==> src/rtl/ula_181_acc_if.sv <==
// Handshake and operand/result bundle for the registered 181-style ALU.
// The controller side (master) issues operations and consumes results;
// the ALU side (slave) accepts operations and presents registered results.
interface ula_181_acc_if #(
    parameter int WIDTH = 8
);
    logic             in_valid;
    logic             in_ready;
    logic [WIDTH-1:0] A;
    logic [WIDTH-1:0] B;
    logic             M;
    logic [3:0]       S;
    logic             Cn;
    logic             use_acc;
    logic             use_cf;
    logic             wr_acc;
    logic             out_valid;
    logic             out_ready;
    logic [WIDTH-1:0] F;
    logic             Cn4;
    logic             OVF;
    logic             Z;
    logic             AeqB;
    logic [WIDTH-1:0] acc_q;
    logic             cf_q;

    modport master (
        output in_valid, A, B, M, S, Cn, use_acc, use_cf, wr_acc, out_ready,
        input  in_ready, out_valid, F, Cn4, OVF, Z, AeqB, acc_q, cf_q
    );

    modport slave (
        input  in_valid, A, B, M, S, Cn, use_acc, use_cf, wr_acc, out_ready,
        output in_ready, out_valid, F, Cn4, OVF, Z, AeqB, acc_q, cf_q
    );
endinterface

==> src/rtl/ula_181_acc.sv <==
// Registered WIDTH-bit 74181-style ALU with accumulator and carry flag.
//
// state | meaning
// EMPTY | no unconsumed result; out_valid = 0
// FULL  | result registers hold an unconsumed result; out_valid = 1
module ula_181_acc #(
    parameter int               WIDTH    = 8,
    parameter logic [WIDTH-1:0] ACC_INIT = '0
) (
    input  logic         clk,
    input  logic         rst,
    ula_181_acc_if.slave bus
);

    typedef enum logic {EMPTY = 1'b0, FULL = 1'b1} state_t;

    state_t state_q, state_d;

    logic             accept;
    logic [WIDTH-1:0] ae;
    logic             ci;
    logic [WIDTH-1:0] logic_f;
    logic [WIDTH-1:0] p;
    logic [WIDTH-1:0] q;
    logic [WIDTH:0]   sum;
    logic [WIDTH-1:0] sum_low;
    logic             c_msb;
    logic [WIDTH-1:0] f_d;
    logic             cn4_d;
    logic             ovf_d;

    logic [WIDTH-1:0] f_q;
    logic             cn4_q;
    logic             ovf_q;
    logic             z_q;
    logic             aeqb_q;
    logic [WIDTH-1:0] acc_r;
    logic             cf_r;

    assign accept = bus.in_valid && bus.in_ready;

    // Effective operands: the accumulator and carry flag are the values held
    // before the accepting edge, so back-to-back accumulate ops chain cleanly.
    assign ae = bus.use_acc ? acc_r : bus.A;
    assign ci = bus.use_cf ? cf_r : bus.Cn;

    // Logic-mode function table (M = 1).
    always_comb begin
        logic_f = '0;
        unique case (bus.S)
            4'b0000: logic_f = ~ae;
            4'b0001: logic_f = ~(ae | bus.B);
            4'b0010: logic_f = ~ae & bus.B;
            4'b0011: logic_f = '0;
            4'b0100: logic_f = ~(ae & bus.B);
            4'b0101: logic_f = ~bus.B;
            4'b0110: logic_f = ae ^ bus.B;
            4'b0111: logic_f = ae & ~bus.B;
            4'b1000: logic_f = ~ae | bus.B;
            4'b1001: logic_f = ~(ae ^ bus.B);
            4'b1010: logic_f = bus.B;
            4'b1011: logic_f = ae & bus.B;
            4'b1100: logic_f = '1;
            4'b1101: logic_f = ae | ~bus.B;
            4'b1110: logic_f = ae | bus.B;
            4'b1111: logic_f = ae;
            default: logic_f = '0;
        endcase
    end

    // Arithmetic-mode addend selection (M = 0): F = P + Q + ci.
    always_comb begin
        p = ae;
        q = '0;
        unique case (bus.S)
            4'b0000: begin p = ae;            q = '0;             end
            4'b0001: begin p = ae | bus.B;    q = '0;             end
            4'b0010: begin p = ae | ~bus.B;   q = '0;             end
            4'b0011: begin p = '0;            q = '1;             end
            4'b0100: begin p = ae;            q = ae & ~bus.B;    end
            4'b0101: begin p = ae | bus.B;    q = ae & ~bus.B;    end
            4'b0110: begin p = ae;            q = ~bus.B;         end
            4'b0111: begin p = ae & ~bus.B;   q = '1;             end
            4'b1000: begin p = ae;            q = ae & bus.B;     end
            4'b1001: begin p = ae;            q = bus.B;          end
            4'b1010: begin p = ae | ~bus.B;   q = ae & bus.B;     end
            4'b1011: begin p = ae & bus.B;    q = '1;             end
            4'b1100: begin p = ae;            q = ae;             end
            4'b1101: begin p = ae | bus.B;    q = ae;             end
            4'b1110: begin p = ae | ~bus.B;   q = ae;             end
            4'b1111: begin p = ae;            q = '1;             end
            default: begin p = ae;            q = '0;             end
        endcase
    end

    // Full sum plus a separate sum of the low bits to recover the carry into
    // the MSB; signed overflow is that carry disagreeing with the carry-out.
    assign sum     = {1'b0, p} + {1'b0, q} + {{WIDTH{1'b0}}, ci};
    assign sum_low = {1'b0, p[WIDTH-2:0]} + {1'b0, q[WIDTH-2:0]}
                   + {{(WIDTH-1){1'b0}}, ci};
    assign c_msb   = sum_low[WIDTH-1];

    // Result and flag mux between logic and arithmetic modes.
    always_comb begin
        f_d   = sum[WIDTH-1:0];
        cn4_d = sum[WIDTH];
        ovf_d = c_msb ^ sum[WIDTH];
        if (bus.M) begin
            f_d   = logic_f;
            cn4_d = 1'b0;
            ovf_d = 1'b0;
        end
    end

    // Result, flag, accumulator and carry-flag registers; load only on accept.
    always_ff @(posedge clk) begin
        if (rst) begin
            f_q    <= '0;
            cn4_q  <= 1'b0;
            ovf_q  <= 1'b0;
            z_q    <= 1'b0;
            aeqb_q <= 1'b0;
            acc_r  <= ACC_INIT;
            cf_r   <= 1'b0;
        end else if (accept) begin
            f_q    <= f_d;
            cn4_q  <= cn4_d;
            ovf_q  <= ovf_d;
            z_q    <= (f_d == '0);
            aeqb_q <= (ae == bus.B);
            if (!bus.M) begin
                cf_r <= cn4_d;
            end
            if (bus.wr_acc) begin
                acc_r <= f_d;
            end
        end
    end

    // Output-register occupancy state.
    always_ff @(posedge clk) begin
        if (rst) begin
            state_q <= EMPTY;
        end else begin
            state_q <= state_d;
        end
    end

    // Next state: an accept always leaves a fresh result; a lone consume empties.
    always_comb begin
        state_d = state_q;
        if (accept) begin
            state_d = FULL;
        end else if (state_q == FULL && bus.out_ready) begin
            state_d = EMPTY;
        end
    end

    // Handshake outputs; a consume in the same cycle frees the slot for accept.
    always_comb begin
        bus.out_valid = (state_q == FULL);
        bus.in_ready  = (state_q == EMPTY) || bus.out_ready;
    end

    assign bus.F     = f_q;
    assign bus.Cn4   = cn4_q;
    assign bus.OVF   = ovf_q;
    assign bus.Z     = z_q;
    assign bus.AeqB  = aeqb_q;
    assign bus.acc_q = acc_r;
    assign bus.cf_q  = cf_r;

endmodule
==> src/flat_wrapper.sv <==
// flat-port wrapper written by rule: the top's interface ports become plain ports
module ula_181_acc_flat 
#(
    parameter int               WIDTH    = 8,
    parameter logic [WIDTH-1:0] ACC_INIT = '0
)
  (clk, rst, bus_in_valid, bus_A, bus_B, bus_M, bus_S, bus_Cn, bus_use_acc, bus_use_cf, bus_wr_acc, bus_out_ready, bus_in_ready, bus_out_valid, bus_F, bus_Cn4, bus_OVF, bus_Z, bus_AeqB, bus_acc_q, bus_cf_q);
  ula_181_acc_if #(.WIDTH(WIDTH)) bus_i ();
  input  logic clk;
  input  logic rst;
  input wire logic [$bits(bus_i.in_valid)-1:0] bus_in_valid;
  input wire logic [$bits(bus_i.A)-1:0] bus_A;
  input wire logic [$bits(bus_i.B)-1:0] bus_B;
  input wire logic [$bits(bus_i.M)-1:0] bus_M;
  input wire logic [$bits(bus_i.S)-1:0] bus_S;
  input wire logic [$bits(bus_i.Cn)-1:0] bus_Cn;
  input wire logic [$bits(bus_i.use_acc)-1:0] bus_use_acc;
  input wire logic [$bits(bus_i.use_cf)-1:0] bus_use_cf;
  input wire logic [$bits(bus_i.wr_acc)-1:0] bus_wr_acc;
  input wire logic [$bits(bus_i.out_ready)-1:0] bus_out_ready;
  output wire logic [$bits(bus_i.in_ready)-1:0] bus_in_ready;
  output wire logic [$bits(bus_i.out_valid)-1:0] bus_out_valid;
  output wire logic [$bits(bus_i.F)-1:0] bus_F;
  output wire logic [$bits(bus_i.Cn4)-1:0] bus_Cn4;
  output wire logic [$bits(bus_i.OVF)-1:0] bus_OVF;
  output wire logic [$bits(bus_i.Z)-1:0] bus_Z;
  output wire logic [$bits(bus_i.AeqB)-1:0] bus_AeqB;
  output wire logic [$bits(bus_i.acc_q)-1:0] bus_acc_q;
  output wire logic [$bits(bus_i.cf_q)-1:0] bus_cf_q;
  assign bus_i.in_valid = bus_in_valid;
  assign bus_i.A = bus_A;
  assign bus_i.B = bus_B;
  assign bus_i.M = bus_M;
  assign bus_i.S = bus_S;
  assign bus_i.Cn = bus_Cn;
  assign bus_i.use_acc = bus_use_acc;
  assign bus_i.use_cf = bus_use_cf;
  assign bus_i.wr_acc = bus_wr_acc;
  assign bus_i.out_ready = bus_out_ready;
  assign bus_in_ready = bus_i.in_ready;
  assign bus_out_valid = bus_i.out_valid;
  assign bus_F = bus_i.F;
  assign bus_Cn4 = bus_i.Cn4;
  assign bus_OVF = bus_i.OVF;
  assign bus_Z = bus_i.Z;
  assign bus_AeqB = bus_i.AeqB;
  assign bus_acc_q = bus_i.acc_q;
  assign bus_cf_q = bus_i.cf_q;
  ula_181_acc #(.WIDTH(WIDTH), .ACC_INIT(ACC_INIT)) u_core (.clk(clk), .rst(rst), .bus(bus_i));
endmodule
==> config.mk <==
export PLATFORM = sky130hd
export DESIGN_NAME = ula_181_acc_flat
export DESIGN_NICKNAME = d
export VERILOG_FILES = /design/src/rtl/ula_181_acc_if.sv /design/src/rtl/ula_181_acc.sv /design/src/flat_wrapper.sv
export SDC_FILE = /design/constraint.sdc
export NUM_CORES = 1
export LEC_CHECK = 0
export BUFFER_PORTS_ARGS = -buffer_cell sky130_fd_sc_hd__buf_2
export CORE_MARGIN = 3
export CORE_UTILIZATION = 50
export DETAILED_ROUTE_END_ITERATION = 16
export PLACE_DENSITY = 0.71
export SYNTH_ARGS = -nofsm -noshare
export SYNTH_HDL_FRONTEND = slang
export SYNTH_SLANG_ARGS = --single-unit
==> constraint.sdc <==
create_clock -name clk -period 4.84 [get_ports clk]
set_input_delay 0 -clock clk [delete_from_list [all_inputs] [get_ports clk]]
set_output_delay 0 -clock clk [all_outputs]
set_load 0.01 [all_outputs]
# == After elaboration in Yosys (flattened, before gate mapping) ==
# Index checks and enable logic that the tools add are counted.
# word_totals
mem_bits_ro,0
latch_bits,0
memories,0
mem_bits_rw,0
out_inout_bits,23
reg_bits,22
# op_classes
reduce_logical,16
add_sub_neg,4
bitwise,15
n_div,0
multipliers,0
shifts,0
magnitude_cmp,0
muxes,10
n_eq_ne,16
# ops
op,count
8-bit one-hot mux with 16 select lines,1
8-bit one-hot mux with 7 select lines,1
8-bit one-hot mux with 6 select lines,1
8-bit NOT,5
4-bit equality test (second input constant),8
8-bit AND,3
8-bit bitwise OR,3
4-bit by 3-bit equality test with 1-bit output (second input constant),4
8-bit two-way mux,2
3-bit OR reduction,4
8-bit by 8-bit adder with 9-bit output,1
9-bit by 1-bit adder with 9-bit output,1
7-bit by 7-bit adder with 8-bit output,1
8-bit by 1-bit adder with 8-bit output,1
4-bit by 2-bit equality test with 1-bit output (second input constant),2
8-bit equality test,1
8-bit zero test,1
8-bit bitwise XOR,1
7-bit OR reduction,1
1-bit two-way mux,5
4-bit by 1-bit equality test with 1-bit output (second input constant),1
4-bit zero test,1
2-bit AND reduction,2
2-bit OR reduction,2
6 further kinds,8

# == Depth between registers and ports, before layout ==
# Gate-level depths: netlist (run 1).
# logic_depth
word_depth,7
ltp_mapped,17
depth_no_buf,16

# == Worst setup path after synthesis (run 1) ==
# No wires, ideal clock.
# synth_path
kind,register to register
startpoint,"reg u_core.acc_r[0], in the netlist u_core.bus.acc_q[0]"
endpoint,"reg u_core.z_q, in the netlist u_core.bus.Z"
setup_slack_ns,1.259
arrival_time_ns,3.467
period_less_slack_ns,3.581
setup_ns,0.114
required_time_ns,4.726
stages_incl_launch_ff,16
cell_sequence,dfxtp_1 > mux2i_1 > inv_1 > ha_1 > a22oi_1 > o22a_1 > o311ai_0 > fa_1 > fa_1 > a211oi_1 > o21bai_1 > a21oi_1 > xnor2_1 > a22oi_1 > and4b_1 > a21o_1
# synth_via
elab_chain_cells,7
# synth_rtl
element,line_no,text
"start, declared",ula_181_acc.sv:37,logic [WIDTH-1:0] acc_r;
"start signal, assigned",ula_181_acc.sv:123,acc_r <= ACC_INIT;
"start signal, assigned",ula_181_acc.sv:135,acc_r <= f_d;
8-bit two-way mux (*),ula_181_acc.sv:44,assign ae = bus.use_acc ? acc_r : bus.A;
"8-bit AND, or another cell as far along",--,
8-bit one-hot mux with 7 select lines / 8-bit one-hot mux with 6 select lines (equally long branches),ula_181_acc.sv:75,unique case (bus.S)
8-bit by 8-bit adder with 9-bit output,ula_181_acc.sv:98,"assign sum = {1'b0, p} + {1'b0, q} + {{WIDTH{1'b0}}, ci};"
9-bit by 1-bit adder with 9-bit output,ula_181_acc.sv:98,
8-bit two-way mux (*),ula_181_acc.sv:108,if (bus.M) begin
8-bit zero test (*),ula_181_acc.sv:129,z_q <= (f_d == '0);
"end signal, assigned",ula_181_acc.sv:129,
"end, declared",ula_181_acc.sv:35,logic z_q;
# Mark *: on every way between the ends. The rest lies on a longest branch, timed or not.
# A chain may end at the register's enable or synchronous reset.

# == Worst setup path in the final report (run 1) ==
# Same ends and word-level chain as after synthesis.

==> out/qor.yml, run 1 <==
yosys:
  synth_seq_area_share_pct: 12.2
  netlist_area_um2: 3610
  synth_top_family_by_area: "compound AO/OA/AOI/OAI gates"
  synthAdderAreaFrac_pct: 14.6
  synthTopCellsByArea: "ha_1, dfxtp_1, a21oi_1, nand2_1, nor2_1"
  synth_xor_area_share_pct: 1.21
  synth_compound_area_share_pct: 33.5
  synthArstFlopShare_pct: 0
  ys.flop_type: "dfxtp_1"
  avgSynthCellArea_um2: 7.24
  synth_enable_flop_cells: 0
  synth_top_area_cell: "ha_1"
  yosys_warnings: 0
  syn_inst: 499
  synthSimpleGateAreaFrac_pct: 23.5
  yosys_register_bits: 22
  synth.distinct_cells: 72
  synthMuxAreaShare_pct: 6.06
  synth_top_area_share_pct: 13.5
  synth_nets: 569
sta:
  tightest_slew_ns: 0.869
  fin_setup_tns_ns: 0
  period_minus_slack_ns: 4.13
  finalHoldViolCount: 0
  slew_viol_final: 0
  setup_violations: 0
  finClkSkew_ns: 0.00651
  holdWs_ns: 0.0788
  relSlewSlack_pct: 41.9
  rsz0062_at_grt: "no"
  max_freq_ghz: 0.242
  fin_crit_sh_pct: 85.3
worst_setup_path:
  rr_worst_depth: 15
  cp-start-kind: "register"
  r2r-start: "u_core.bus.acc_q[0]$_SDFFE_PP0P_"
  rrSetupSlack_ns: 0.71
  crit_required_ns: 5.02
  arrival_ns: 4.30
  critPathCaptureType: "register"
  reg2reg_to: "u_core.bus.Z$_SDFFE_PP0P_"
  startpoint: "u_core.bus.acc_q[0]$_SDFFE_PP0P_"
  critPathMaxFanout: 5
  crit_path_end: "u_core.bus.Z$_SDFFE_PP0P_"
  path_class: "register to register"
power_and_ir_drop:
  swShare_pct: 45.4
  ir_drop_mv: 0.133
  p_sw_mw: 0.343
  p_int_mw: 0.412
  power_mw: 0.756
  p_clk_share_pct: 15.7
  seq_power_share_pct: 27.0
  combPwrFrac_pct: 57.4
  p_leak_nw: 1.67
  powerDensity_nw_per_um2: 194
clock_network:
  h-tree-depth: 1
  ctsResizeCount: 0
  root_buffer: "clkbuf_8"
  cts_buffers: 3
  hold_buffers: 1
  post_cts_buffers: 0
  clk_pin_slew_worst_paths_ns: 0.08
  cts_tree: "built"
  cts_buffer_depth: 2
  cts_num_sinks: 22
  worstSkewPairLatency_ns: 0.27
cells_and_area:
  diodes: 0
  drive_gt1_share_pct: 15.5
  final_common_cell: "nand2_1"
  syn_to_final_growth_pct: 7.68
  design_area_um2: 3890
  fin_cells: 619
  final_nets: 595
  layout_common_cells: "nand2_1, buf_2, nor2_1, a21oi_1, ha_1"
placement:
  dp_cells: 615
  gp_congestion: 0.973
  place_area_um2: 3840
  place_hpwl_mm: 9.35
  port_buffers: 51
floorplanning:
  pin_count: 52
  rows: 30
  start_util_pct: 52.3
  coreArea_um2: 6910
  chipHeight_um: 91.0
  die-area_um2: 8290
  die_width_um: 91.0
grt:
  grt_pass1_vias: 3937
  grt_max_degree: 50
  grt.total_usage_pct: 29.3
  grt_pass1_wl_mm: 20.2
  grt_overflow: 0
  antenna_found_initial: 0
drt:
  routed_wl_mm: 12.5
  drcViolationCount: 0
  dr.pass1.iters: 5
  route.detailed.wl_per_inst_um: 20.2
  vias: 4135
  routed_via_density: 6.68
  ant_nets: 0
  drt_iter0_drc: 403
min_path:
  min_path_type: "input port to register"
run_status:
  status: "finished clean"
run:
  maxCapViolCount: 0
[area by class of cell]
cell class                 count  area, µm²
fill                         700       3010
sequential                    22        440
tap                           96        120
inverter                      26       97.6
clock buffer                   3       41.3
timing repair buffer          62        340
multi-input combinational    410       2850
[registers in the layout, summed over array words and instances, names as in the netlist]
register	count
u_core.bus.OVF	1
u_core.bus.cf_q	1
u_core.bus.Cn4	1
u_core.bus.Z	1
u_core.bus.F	8
u_core.bus.AeqB	1
u_core.bus.acc_q	8
u_core.bus.out_valid	1
[logic make-up after synthesis]
logic type,Yosys count
simple gates,168
xor+xnor,5
flops,22
buf+inv,67
mux,19
compound gates,177
fa+ha+maj,41
[worst max-delay path, cell delays in order (launching register included)]
cell      delay [ns]
dfxtp_1         0.33
mux2i_1         0.37
inv_1           0.18
ha_1            0.25
a22oi_1         0.25
o22a_1          0.18
o311ai_0        0.18
fa_1            0.49
fa_1            0.44
a211oi_1        0.31
o21bai_1        0.12
a21oi_1         0.24
xnor2_1         0.16
a22oi_1         0.14
and4b_1         0.22
a21o_1          0.17
[stage by stage]
stage	util [%]	setup WS (ns)
2_1_floorplan	-	1.26
3_3_place_gp	55.6	0.953
3_5_place_dp	55.6	0.749
4_1_cts	56.4	0.795
5_1_grt	56.4	0.571
6_report	56.4	0.711
[cell usage after synthesis, types with 12 or more instances]
library cell / count
a211oi_1: 13
a21oi_1: 40
a22oi_1: 16
buf_2: 17
clkbuf_1: 12
dfxtp_1: 22
ha_1: 39
inv_1: 22
mux2i_1: 13
nand2_1: 53
nand2b_1: 14
nor2_1: 45
o21ai_0: 31
[worst min-delay path by stage]
stage | start | to | slack, ns | cells after the start
floorplan | rst | u_core.bus.acc_q[6]$_SDFFE_PP0P_ | 0.07 | 1
global placement | bus_in_valid | u_core.bus.out_valid$_SDFFE_PP0P_ | 0.26 | 3
detailed placement | bus_in_valid | u_core.bus.out_valid$_SDFFE_PP0P_ | 0.27 | 3
CTS | bus_out_ready | u_core.bus.out_valid$_SDFFE_PP0P_ | 0.08 | 3
global route | bus_out_ready | u_core.bus.out_valid$_SDFFE_PP0P_ | 0.13 | 3
finish | bus_out_ready | u_core.bus.out_valid$_SDFFE_PP0P_ | 0.08 | 3
[routing by layer]
layer  part of all wire (%)  vias up  global-route usage (%)
li1                       -     1896                       -
met1                     41     1907                    40.2
met2                     44      278                    45.4
met3                     11       54                    4.56
met4                    4.1        0                    12.3
met5                      0        -                       0
[power groups by stage]
| stage | combinational, mW | sequential (mW) | clock [mW] |
|---|---|---|---|
| 2_1_floorplan | 0.294 | 0.214 | 0 |
| 3_3_place_gp | 0.412 | 0.207 | 0 |
| 3_5_place_dp | 0.417 | 0.208 | 0 |
| 4_1_cts | 0.420 | 0.204 | 0.119 |
| 5_1_grt | 0.471 | 0.205 | 0.126 |
| 6_report | 0.433 | 0.204 | 0.118 |
(Power assumes the default switching activity.)
==> run 2: changes to the inputs <==
--- a/config.mk
+++ b/config.mk
@@ -7,9 +7,9 @@
 export LEC_CHECK = 0
 export BUFFER_PORTS_ARGS = -buffer_cell sky130_fd_sc_hd__buf_2
 export CORE_MARGIN = 3
-export CORE_UTILIZATION = 50
+export CORE_UTILIZATION = 40
 export DETAILED_ROUTE_END_ITERATION = 16
-export PLACE_DENSITY = 0.71
+export RECOVER_POWER = 50
 export SYNTH_ARGS = -nofsm -noshare
 export SYNTH_HDL_FRONTEND = slang
 export SYNTH_SLANG_ARGS = --single-unit
==> run 2 against run 1 <==
- sequential share of layout area is 0.097 points lower
- combinational power decreased by 2%
- hold slack better by 0.023 ns
- non-clock buffer count up 2
- total power grew 5.9%
- largest power group unchanged
- clock skew rose by 0.0010 ns
- sequential power about the same
- cell area grew 0.87%
==> out/qor.yml, run 2 (same netlist as run 1, synthesis figures left out) <==
grt:
  grt.total_usage_pct: 24.1  # -5.2 points
  grt_max_degree: 46  # -8.0%
  grt_pass1_vias: 3712  # -5.7%
  antenna_found_initial: 0  # unchanged
  grt_pass1_wl_mm: 19.9  # -1.2%
  grt_overflow: 0  # unchanged
drt:
  route.detailed.wl_per_inst_um: 19.5  # -3.5%
  drt_iter0_drc: 373  # -7.4%
  drcViolationCount: 0  # unchanged
  dr.pass1.iters: 5  # unchanged
  top_layer: "met4"
  routed_wl_mm: 12.4  # -1.2%
  vias: 4028  # -2.6%
  met3_length_um: 997  # -27%
  routed_via_density: 6.35  # -4.9%
  wirelength_met1_mm: 5.36  # +4.6%
  ant_nets: 0  # unchanged
  wl_met2_mm: 5.77  # +4.2%
sta:
  relSlewSlack_pct: 37.6  # -4.4 points
  holdWs_ns: 0.102  # +0.0231 ns
  rsz0062_at_grt: "no"
  fin_crit_sh_pct: 84.8  # -0.49 points
  finalHoldViolCount: 0  # unchanged
  setup_violations: 0  # unchanged
  period_minus_slack_ns: 4.11  # -0.0235 ns
  finClkSkew_ns: 0.00754  # +0.00102 ns
  max_freq_ghz: 0.244  # +0.57%
  fin_setup_tns_ns: 0  # unchanged
  tightest_slew_ns: 0.925  # +0.0557 ns
  slew_viol_final: 0  # unchanged
worst_setup_path:
  reg2reg_to: "u_core.bus.Z$_SDFFE_PP0P_"
  critPathMaxFanout: 5  # unchanged
  rrSetupSlack_ns: 0.73  # +0.02 ns
  rr_worst_depth: 15  # unchanged
  critPathCaptureType: "register"
  crit_required_ns: 5.05  # +0.03 ns
  arrival_ns: 4.32  # +0.02 ns
  r2r-start: "u_core.bus.acc_q[0]$_SDFFE_PP0P_"
  path_class: "register to register"
  cp-start-kind: "register"
power_and_ir_drop:
  powerDensity_nw_per_um2: 204  # +5.0%
  power_mw: 0.800  # +5.9%
  p_leak_nw: 1.61  # -3.6%
  ir_drop_mv: 0.125  # -5.9%
clock_network:
  ctsResizeCount: 0  # unchanged
  cts_buffers: 3  # unchanged
  root_buffer: "clkbuf_8"
  cts_tree: "built"
  clk_pin_slew_worst_paths_ns: 0.08  # about the same
  cts_num_sinks: 22  # unchanged
  cts_buffer_depth: 2  # unchanged
  h-tree-depth: 1  # unchanged
  post_cts_buffers: 0  # unchanged
  worstSkewPairLatency_ns: 0.26  # about the same
run:
  maxCapViolCount: 0  # unchanged
floorplanning:
  rows: 34  # +13%
  coreArea_um2: 8760  # +27%
  die-area_um2: 10200  # +23%
  start_util_pct: 41.2  # -11 points
  chipHeight_um: 101  # +11%
  die_width_um: 101  # +11%
  pin_count: 52  # unchanged
cells_and_area:
  final_nets: 597  # +0.34%
  area.sequential_um2: 440  # unchanged
  drive_gt1_share_pct: 12.0  # -3.5 points
  nFillCells: 914  # +31%
  final_common_cell: "nand2_1"
  multi_input_area_um2: 2850  # unchanged
  layout_common_cells: "nand2_1, nor2_1, a21oi_1, ha_1, o21ai_0"
  syn_to_final_growth_pct: 8.62
  diodes: 0  # unchanged
min_path:
  hold_depth: 3  # unchanged
  whs_endpoint: "u_core.bus.out_valid$_SDFFE_PP0P_"
  hp-start: "bus_out_ready"
  min_path_type: "input port to register"
placement:
  port_buffers: 51  # unchanged
  gp_congestion: 0.997  # +2.4%
  place_hpwl_mm: 9.35  # about the same
run_status:
  status: "finished clean"
==> run 2: changes by cell type in the layout (fill, tap and decap cells not counted), sizes merged <==
cell,delta
buf,-19
bufinv,+1
clkbuf,+21
==> run 2: area by class of cell <==
class | count | area share [%]
clock buffers | 3 | 1.05
clock inverters | 1 | 0.765
inverters | 26 | 2.49
multi-input cells | 410 | 72.7
flip-flops and latches | 22 | 11.2
well taps | 108 | 3.44
repair buffers | 64 | 8.38
==> run 2: worst max-delay path by stage <==
stage | slack (ns) | startpoint | end
6_report | 0.73 | u_core.bus.acc_q[0]$_SDFFE_PP0P_ | u_core.bus.Z$_SDFFE_PP0P_
4_1_cts | 0.78 | u_core.bus.acc_q[0]$_SDFFE_PP0P_ | u_core.bus.Z$_SDFFE_PP0P_
5_1_grt | 0.28 | u_core.bus.acc_q[0]$_SDFFE_PP0P_ | u_core.bus.Z$_SDFFE_PP0P_
2_1_floorplan | 1.26 | u_core.bus.acc_q[0]$_SDFFE_PP0P_ | u_core.bus.Z$_SDFFE_PP0P_
3_3_place_gp | 0.91 | bus_use_acc | u_core.bus.Z$_SDFFE_PP0P_
3_5_place_dp | 0.77 | bus_use_acc | u_core.bus.Z$_SDFFE_PP0P_
==> run 2: timing repair <==
item / in CTS / in global routing
hold buffers: 1 / 0
endpoints found under the hold margin: 1 / 0
endpoints found under the setup margin: 0 / 0
==> run 2: layer usage <==
| metal | GRT usage [%] | vias to the layer above |
|---|---|---|
| li1 | - | 1903 |
| met1 | 34.6 | 1913 |
| met2 | 39.2 | 192 |
| met3 | 2.91 | 20 |
| met4 | 4.09 | 0 |
| met5 | 0 | - |
==> run 2: power breakdown <==
group          internal (mW)  switching (mW)
Sequential             0.195         0.00912
Combinational          0.159           0.267
Clock                  0.110          0.0594
Total                  0.464           0.335
==> run 2: metrics by stage <==
stage	std cells	worst slack, ns	instance area, µm²	util [%]
2_1_floorplan	499	1.26	3610	-
3_3_place_gp	629	0.909	3870	44.2
3_5_place_dp	629	0.766	3870	44.2
4_1_cts	634	0.783	3950	45.1
5_1_grt	634	0.283	3930	44.8
6_report	634	0.734	3930	44.8
==> run 2: critical path, stage by stage (launching register included) <==
cell	delay [ns]
dfxtp_1	0.33
mux2i_1	0.35
inv_1	0.17
ha_1	0.25
a22oi_1	0.26
o22a_1	0.18
o311ai_0	0.16
fa_1	0.48
fa_1	0.44
a211oi_1	0.28
o21bai_1	0.12
a21oi_1	0.23
xnor2_1	0.11
a22oi_1	0.29
and4b_1	0.28
a21o_1	0.12
==> run 3: changes to the inputs <==
==> constraint.sdc (replaced) <==
create_clock -name clk -period 3.4 [get_ports clk]
set_input_delay 0 -clock clk [delete_from_list [all_inputs] [get_ports clk]]
set_output_delay 0 -clock clk [all_outputs]
set_load 0.01 [all_outputs]
==> run 3 against run 2 <==
- the run now ends with setup timing left
- register-to-register slack worse by 0.77 ns
- sequential power up 43%
- combinational power up 73%
- sequential share of layout area shrank 1.1 points
- worst setup slack got worse by 0.77 ns
- critical path depth stayed put
- fmax up 20%
- non-clock buffer count up 42
- global-route usage increased by 1.6 points
- critical path type unchanged
- critical endpoint unchanged
==> out/qor.yml, run 3 (same netlist as run 1, synthesis figures left out) <==
sta:
  max_freq_ghz: 0.291  # +20%
  tightest_slew_ns: 0.837  # -0.0879 ns
  postLayoutSetupSlackWorst_ns: -0.0324  # -0.767 ns
  relSlewSlack_pct: 43.7  # +6.1 points
  finalHoldViolCount: 0  # unchanged
  rsz0062_at_grt: "yes"
  slew_viol_final: 0  # unchanged
  fin_setup_tns_ns: -0.0324  # -0.0324 ns
  fin_crit_sh_pct: 101  # +16 points
  period_minus_slack_ns: 3.43  # -0.673 ns
  finClkSkew_ns: 0.00368  # -0.00386 ns
  holdWs_ns: 0.116  # +0.0136 ns
  setup_violations: 1  # +1
drt:
  drt_iter0_drc: 315  # -16%
  vias: 4252  # +5.6%
  drcViolationCount: 0  # unchanged
  routed_wl_mm: 13.3  # +7.6%
  routed_via_density: 6.30  # -0.85%
  ant_nets: 0  # unchanged
  route.detailed.wl_per_inst_um: 19.7  # +1.1%
  dr.pass1.iters: 5  # unchanged
clock_network:
  root_buffer: "clkbuf_8"
  clk_pin_slew_worst_paths_ns: 0.07  # about the same
  worstSkewPairLatency_ns: 0.26  # about the same
  cts_buffers: 3  # unchanged
  cts_tree: "built"
  h-tree-depth: 1  # unchanged
  cts_num_sinks: 22  # unchanged
  cts_buffer_depth: 2  # unchanged
run_status:
  status: "complete, but fails checks"
  violations: "setup timing"
worst_setup_path:
  startpoint: "u_core.bus.acc_q[0]$_SDFFE_PP0P_"
  cp-start-kind: "register"
  critPathCaptureType: "register"
  reg2reg_to: "u_core.bus.Z$_SDFFE_PP0P_"
  path_class: "register to register"
  crit_required_ns: 3.56  # -1.49 ns
  r2r-start: "u_core.bus.acc_q[0]$_SDFFE_PP0P_"
  crit_path_end: "u_core.bus.Z$_SDFFE_PP0P_"
  arrival_ns: 3.59  # -0.73 ns
  rrSetupSlack_ns: -0.03  # -0.77 ns
  rr_worst_depth: 15  # unchanged
  critPathMaxFanout: 4  # -1
floorplanning:
  chipHeight_um: 101  # unchanged
  coreArea_um2: 8760  # unchanged
  rows: 34  # unchanged
  die_width_um: 101  # unchanged
  start_util_pct: 41.2  # unchanged
  die-area_um2: 10200  # unchanged
  pin_count: 52  # unchanged
cells_and_area:
  final_nets: 639  # +7.0%
  diodes: 0  # unchanged
  utilization_pct: 49.8  # +5.0 points
  drive_gt1_share_pct: 23.5  # +11 points
  syn_to_final_growth_pct: 20.8
  layout_common_cells: "nand2_1, buf_4, nor2_1, ha_1, a21oi_1"
  fin_cells: 675  # +6.5%
grt:
  grt_max_degree: 52  # +13%
  grt_pass1_vias: 4031  # +8.6%
  grt_overflow: 0  # unchanged
  grt.total_usage_pct: 25.7  # +1.6 points
  antenna_found_initial: 0  # unchanged
  grt_pass1_wl_mm: 21.3  # +6.7%
min_path:
  min_path_type: "input port to register"
placement:
  place_hpwl_mm: 10.1  # +7.8%
  port_buffers: 51  # unchanged
  dp_cells: 666  # +5.9%
  gp_congestion: 0.985  # -1.2%
power_and_ir_drop:
  ir_drop_mv: 0.176  # +41%
  p_leak_nw: 1.84  # +14%
  powerDensity_nw_per_um2: 272  # +33%
run:
  maxCapViolCount: 0  # unchanged
run 3: routing by layer:
| layer | share of wire [%] | global-route usage [%] | up-vias | wire length, µm |
|---|---|---|---|---|
| met2 | 47 | 41.2 | 163 | 6280 |
| met3 | 5.1 | 2.08 | 24 | 676 |
| met1 | 45 | 36.7 | 2077 | 6050 |
| li1 | - | - | 1988 | - |
| met5 | 0 | 0 | - | 0 |
| met4 | 2.4 | 7.06 | 0 | 314 |
run 3: where the power goes:
part	leakage (nW)	internal [mW]	switching, mW
registers	0.181	0.278	0.0130
logic	1.64	0.312	0.425
clock network	0.0216	0.0791	0.0796
total	1.84	0.669	0.518
run 3: cell type report:
cell class	count	area, µm²
inverter	26	97.6
clock buffer	3	41.3
fill	911	4400
tap	108	135
multi-input combinational	410	2990
sequential	22	442
timing repair buffer	106	667
run 3: per-stage QoR:
step                      instance area [µm²]  setup slack (ns)  total power, mW
final                                    4370           -0.0324             1.19
after global routing                     4370            -0.147             1.27
after CTS                                4240           0.00235             1.14
after detailed placement                 4180            -0.129            0.971
after global placement                   4180            -0.112            0.968
after floorplan                          3630            0.0231            0.727
run 3: worst min-delay path by stage:
stage	from	endpoint	slack [ns]	depth (start not counted)
after CTS	bus_out_ready	u_core.bus.out_valid$_SDFFE_PP0P_	0.08	3
after global routing	bus_out_ready	u_core.bus.out_valid$_SDFFE_PP0P_	0.12	3
final	bus_out_ready	u_core.bus.out_valid$_SDFFE_PP0P_	0.12	3
after global placement	bus_in_valid	u_core.bus.out_valid$_SDFFE_PP0P_	0.26	3
after floorplan	rst	u_core.bus.acc_q[6]$_SDFFE_PP0P_	0.07	1
after detailed placement	bus_in_valid	u_core.bus.out_valid$_SDFFE_PP0P_	0.27	3
run 3: critical path, cell delays in order (launching register included):
cell and delay [ns]:
dfxtp_2 0.33, mux2i_2 0.18, inv_2 0.11, ha_4 0.18, a22oi_2 0.20, o22a_1 0.19, o311ai_4 0.10, fa_2 0.40
fa_2 0.41, a211oi_2 0.29, o21bai_1 0.11, a21oi_2 0.22, xnor2_1 0.16, a22oi_2 0.09, and4b_1 0.22, a21o_1 0.14
run 3: timing repair:
action,in CTS,in global routing
gates resized for setup,3,29
gates cloned,0,0
endpoints found under the hold margin,1,0
hold buffers,1,0
setup buffers,0,5
setup endpoints to repair,4,14
pin swaps,2,20
